==> config.mk <==
export PLATFORM = sky130hd
export DESIGN_NAME = bus_arbiter
export DESIGN_NICKNAME = d
export VERILOG_FILES = /design/src/rtl/bus_arbiter.sv
export SDC_FILE = /design/constraint.sdc
export NUM_CORES = 1
export LEC_CHECK = 0
export CAP_MARGIN = 20
export CORE_MARGIN = 1
export CORE_UTILIZATION = 35
export CTS_BUF_LIST = sky130_fd_sc_hd__clkbuf_16
export CTS_CLUSTER_DIAMETER = 30
export DETAILED_ROUTE_END_ITERATION = 16
export DONT_BUFFER_PORTS = 1
export PLACE_DENSITY = 0.51
export SYNTH_ARGS = -nofsm -noshare
export SYNTH_HDL_FRONTEND = slang
export SYNTH_SLANG_ARGS = --single-unit
export TNS_END_PERCENT = 30
==> constraint.sdc <==
create_clock -name clk -period 4 [get_ports clk]
set_input_delay 0.8 -clock clk [delete_from_list [all_inputs] [get_ports clk]]
set_output_delay 0.8 -clock clk [all_outputs]
set_load 0.005 [all_outputs]
==> src/rtl/bus_arbiter.sv <==
// Two-master Wishbone-classic arbiter: MEM-stage load/store has fixed priority over
// instruction fetch; single transfers, registered acknowledges, in-flight fetch discard.
module bus_arbiter #(
  parameter int ADDR_W = 32,
  parameter int DATA_W = 32
) (
  input  logic                clk,
  input  logic                rst,
  input  logic                if_req_i,
  input  logic [ADDR_W-1:0]   if_addr_i,
  output logic [DATA_W-1:0]   if_rdata_o,
  output logic                if_ack_o,
  input  logic                flush_i,
  input  logic                d_req_i,
  input  logic                d_we_i,
  input  logic [DATA_W/8-1:0] d_sel_i,
  input  logic [ADDR_W-1:0]   d_addr_i,
  input  logic [DATA_W-1:0]   d_wdata_i,
  output logic [DATA_W-1:0]   d_rdata_o,
  output logic                d_ack_o,
  output logic                stallreq_if_o,
  output logic                stallreq_mem_o,
  output logic                m_cyc_o,
  output logic                m_stb_o,
  output logic                m_we_o,
  output logic [DATA_W/8-1:0] m_sel_o,
  output logic [ADDR_W-1:0]   m_addr_o,
  output logic [DATA_W-1:0]   m_wdata_o,
  input  logic [DATA_W-1:0]   m_rdata_i,
  input  logic                m_ack_i
);

  typedef enum logic [1:0] {IDLE, BUSY_D, BUSY_I} state_t;

  state_t state, state_nxt;
  logic   discard;
  logic   grant_d, grant_i, done_d, done_i, deliver_i;

  always_ff @(posedge clk) begin
    if (rst) state <= IDLE;
    else     state <= state_nxt;
  end

  always_comb begin
    state_nxt = state;
    case (state)
      IDLE:    if (grant_d) state_nxt = BUSY_D;
               else if (grant_i) state_nxt = BUSY_I;
      BUSY_D:  if (m_ack_i) state_nxt = IDLE;
      BUSY_I:  if (m_ack_i) state_nxt = IDLE;
      default: state_nxt = IDLE;
    endcase
  end

  // A port whose ack is high this cycle is still presenting the request just served.
  always_comb begin
    grant_d   = (state == IDLE) && d_req_i && !d_ack_o;
    grant_i   = (state == IDLE) && !grant_d && if_req_i && !if_ack_o && !flush_i;
    done_d    = (state == BUSY_D) && m_ack_i;
    done_i    = (state == BUSY_I) && m_ack_i;
    deliver_i = done_i && !discard && !flush_i;
  end

  always_ff @(posedge clk) begin
    if (rst) begin
      m_cyc_o   <= 1'b0;
      m_stb_o   <= 1'b0;
      m_we_o    <= 1'b0;
      m_sel_o   <= '0;
      m_addr_o  <= '0;
      m_wdata_o <= '0;
    end else if (grant_d) begin
      m_cyc_o   <= 1'b1;
      m_stb_o   <= 1'b1;
      m_we_o    <= d_we_i;
      m_sel_o   <= d_sel_i;
      m_addr_o  <= d_addr_i;
      m_wdata_o <= d_wdata_i;
    end else if (grant_i) begin
      m_cyc_o   <= 1'b1;
      m_stb_o   <= 1'b1;
      m_we_o    <= 1'b0;
      m_sel_o   <= '1;
      m_addr_o  <= if_addr_i;
    end else if (done_d || done_i) begin
      m_cyc_o   <= 1'b0;
      m_stb_o   <= 1'b0;
    end
  end

  // A fetch flushed at any point of its bus cycle still completes on the bus but is dropped.
  always_ff @(posedge clk) begin
    if (rst) begin
      d_ack_o    <= 1'b0;
      if_ack_o   <= 1'b0;
      d_rdata_o  <= '0;
      if_rdata_o <= '0;
      discard    <= 1'b0;
    end else begin
      d_ack_o  <= done_d;
      if_ack_o <= deliver_i;
      if (done_d && !m_we_o) d_rdata_o <= m_rdata_i;
      if (deliver_i) if_rdata_o <= m_rdata_i;
      if (done_i) discard <= 1'b0;
      else if (state == BUSY_I && flush_i) discard <= 1'b1;
    end
  end

  assign stallreq_if_o  = if_req_i & ~if_ack_o;
  assign stallreq_mem_o = d_req_i & ~d_ack_o;

endmodule

=== Word-level counts from Yosys, hierarchy flattened ===
Cells that the tools add are included.

* Flip-flop bits (word level): 139

* Reduce and logical (&&, ||, !) cells: 25
* Bitwise logic cells: 4
* Multiplexer cells: 13
* Equality and inequality tests: 4

{| class="wikitable"
|+ Operator list
! cell !! count
|-
| 2-to-1 mux 32 bit || 2
|-
| logical AND 1 bit || 12
|-
| 2-to-1 mux 4 bit || 2
|-
| logical NOT 1 bit || 6
|-
| 2-to-1 mux 2 bit || 3
|-
| 2-to-1 mux 1 bit || 5
|-
| case mux 2 bit (2 select lines) || 1
|-
| OR reduction 2 bit || 2
|-
| != test 3 bit, second input constant || 1
|-
| nonzero test 3 bit || 1
|-
| bitwise AND 1 bit || 2
|-
| equality test 2 x 1 -> 1 bit, second input constant || 1
|-
| equality test 2 bit, second input constant || 1
|-
| logical NOT 2 bit || 1
|-
| != test 2 x 1 -> 1 bit, second input constant || 1
|-
| NOT 1 bit || 2
|-
| AND reduction 2 bit || 1
|-
| nonzero test 2 bit || 1
|-
| logical OR 1 bit || 1
|}

=== Depth between registers and ports, before layout ===
* Depth after elaboration: 11
* Depth in mapped cells: 8

=== Worst setup path after synthesis ===
No wires, ideal clock.

* Path type: in2out
* From: input port d_req_i
* To: output port stallreq_mem_o
* Slack: 1870 ps
* Data required time: 3200 ps
* Cell stages on the path: 5
* Arrival time: 1330 ps
* Cell sequence: nand2b_1 > buf_6 > inv_2 > buf_6 > buf_2

* Longest elaborated chain between the ends: 1

{| class="wikitable"
|+ RTL lines
! what !! line !! RTL
|-
| start: declaration || 14 || <nowiki>input logic d_req_i,</nowiki>
|-
| bitwise AND 1 bit || 110 || <nowiki>assign stallreq_mem_o = d_req_i & ~d_ack_o;</nowiki>
|-
| end: declaration || 22 || <nowiki>output logic stallreq_mem_o,</nowiki>
|}

No other way between the ends.

=== Worst setup path after layout ===
* From: register d_ack_o
* To: output port stallreq_mem_o

* Longest elaborated chain between the ends: 2

{| class="wikitable"
|+ RTL lines
! what !! line !! RTL
|-
| start: declaration || 20 || <nowiki>output logic d_ack_o,</nowiki>
|-
| start signal: assignment || 100 || <nowiki>d_ack_o <= done_d;</nowiki>
|-
| NOT 1 bit || 110 ||
|-
| bitwise AND 1 bit || 110 ||
|}

No other way between the ends.

==> metrics <==
layout cells sized above 1 8.06%; Post-synth ARST share 0%; DP Wirelength 10,500 um; status completed; RSZ-0062 raised after global routing false; Least-Margin Pin Slew between 0.7 and 0.8 ns; post-route antenna net violation count 0; CTS resizes 0; first-pass GRT wire length 23,800 um; Yosys warning total 0; hold bufs inserted after CTS 0; PD cells 567 nW/um^2; setup tns final 0 ns; Compound-Gate Fraction of Synth Area 14.1%; Final Slew Violations 0; Num CTS Buffers 17; CP Launch Type register; final period utilization 62.2%; XOR/XNOR share of the synthesized area 0%; Initial Utilization 35.6%; sequential fraction of the synthesis area 49.3%; CTS H-tree lvls 4; Worst Hold Class primary input to register; number of global-route vias before repair roughly 4,600; GRT Util Overall a little under a fifth; Reg clk slew, reported paths about 0.06 ns; syn_area_per_cell 8.13 sq um; Post-CTS Setup Inserts 0; WL final 15,700 um; initial antenna violation count 0; final setup fails 0; # nets final 799; CP arrival 1.69 ns; Layout area overhead 11.8%; Leak about 2.1 nW; RD Place Congestion 0.735; # rows 46; largest family of logic cells by synthesized area simple AND/OR/NAND/NOR gates; Fin. Hold Viols 0; Crit. Startpoint d_ack_o; fmax 0.402 GHz; #FFs+latches synth ~140; maxcap violations 0; crit path capture type output pin; Post-synth top flop dfxtp_1; Worst EP required about 3.2 ns; Post-Syn Instances between 600 and 700; Clk Latency, worst-skew pair approximately 0.41 ns; Fin Hold WS 0.471 ns; DRC violations left 0; Clock Skews 0.00649 ns; per-cell routed wire length 17.8 um; buffers added on ports 0; 1st-pass router iterations 5; Synth Area in Simple Gates between 20% and 30%; Die Wd 129 um; DR iter-0 viols 234; via count approximately 4,800; core footprint 15,800 sq um; Crit Path Max Fanout 35; Tmin final 2.49 ns; Ant. Diodes 0; RR Startpoint state[0]; worst vdd ir between 200 and 300 uV; CTS sink count approximately 140; mux share of post-synthesis cell area 0.178%; final core occ 39.8%; die area 16,600 sq um; CTS tree built; vias per inst 5.43; # IOs between 200 and 300; relative slew slack 50.9%; CTS max path bufs 2; WS Path Type register to output pin; largest net degree at the start of global routing 135; Die H 129 um; Unique masters post-synth 32; Cell Area, Synth between 5000 and 6000 sq um; GRT overflow 0; Post-synth EDFFs 0; Synth Area in Adders 0.666%; clock root cell clkbuf_16; Hold Startpoint rst; syn_nets 836
Yosys cell counts, types with 5 or more instances:
| cell type | count | area share, % |
|---|---|---|
| nand2b_1 | 34 | 3.8 |
| buf_2 | 30 | 2.7 |
| nand2_1 | 194 | 13 |
| nor3_1 | 32 | 2.8 |
| clkbuf_1 | 24 | 1.6 |
| a21oi_1 | 100 | 8.9 |
| o22ai_1 | 32 | 3.5 |
| buf_6 | 7 | 1.4 |
| nor4_2 | 5 | 1.1 |
| nor4_1 | 59 | 6.5 |
| dfxtp_1 | 139 | 49 |
per-layer routing:
| metal | wire length, um | share of wire (%) | track usage (%) | up-vias |
|---|---|---|---|---|
| met5 | 0 | 0 | 0 | - |
| met4 | 269 | 1.7 | 6.99 | 0 |
| met3 | 1460 | 9.3 | 7.86 | 23 |
| met2 | 7730 | 49 | 30.8 | 213 |
| met1 | 6290 | 40 | 21.1 | 2237 |
| li1 | - | - | - | 2342 |
worst paths after layout:
| check | end | slack (ns) | depth (start not counted) |
|---|---|---|---|
| setup / recovery | stallreq_mem_o | 1.51 | 3 |
| hold / removal | m_addr_o[2] | 0.47 | 1 |
| setup reg to reg | m_we_o | 1.90 | 5 |
| hold reg to reg | if_rdata_o[25] | 0.47 | 2 |
flip-flops by register name, indices dropped and copies added, names as in the netlist:
signal      count
m_we_o          1
m_stb_o         1
m_wdata_o      32
d_rdata_o      32
m_addr_o       32
m_sel_o         4
discard         1
if_rdata_o     32
d_ack_o         1
state           2
if_ack_o        1
placed cells by master (no fill, tap or decap), types with 3 or more instances in the layout:
| cell | n |
|---|---|
| a21oi_1 | 100 |
| buf_4 | 7 |
| bufinv_16 | 3 |
| clkbuf_16 | 18 |
| clkinv_1 | 3 |
| clkinv_4 | 3 |
| dfxtp_1 | 139 |
| inv_1 | 4 |
| nand2_1 | 194 |
| nand2b_1 | 34 |
| nor3_1 | 32 |
| nor4_1 | 59 |
| nor4_2 | 5 |
| o221a_2 | 4 |
| o22ai_1 | 32 |
where the power goes:
| group | internal [mW] | switching [mW] | total (mW) |
|---|---|---|---|
| Combinational | 0.155 | 0.241 | 0.395 |
| Sequential | 1.49 | 0.0956 | 1.58 |
| Clock | 0.981 | 0.614 | 1.60 |
stage by stage:
stage	setup WS (ns)	std cells	cell area (sq um)	power [mW]
global route	1.38	886	6310	3.75
floorplan	1.87	694	5640	1.93
detailed placement	1.53	853	5680	2.00
global placement	1.35	850	5610	1.97
finish	1.51	886	6310	3.57
CTS	1.47	885	6280	3.62
area by class of cell:
cell class,count,area (sq um)
fillers,1621,9520
flip-flops and latches,139,2780
inverters,5,18.8
multi-input cells,483,2490
repair buffers,11,148
clock inverters,15,173
clock buffers,17,425
well taps,216,270
cells by family after synthesis:
| kind of cell | count (synthesis) |
|---|---|
| AND/OR/NAND/NOR | 337 |
| flip-flops | 139 |
| buffers and inverters | 72 |
| AO/OA/AOI/OAI | 142 |
| adder cells (fa/ha/maj) | 3 |
| multiplexers | 1 |
critical path: stages (launching register included):
cell      delay, ns
dfxtp_1        0.43
nand2b_1       0.14
buf_4          0.37
inv_2          0.31
(Power assumes the default switching activity.)
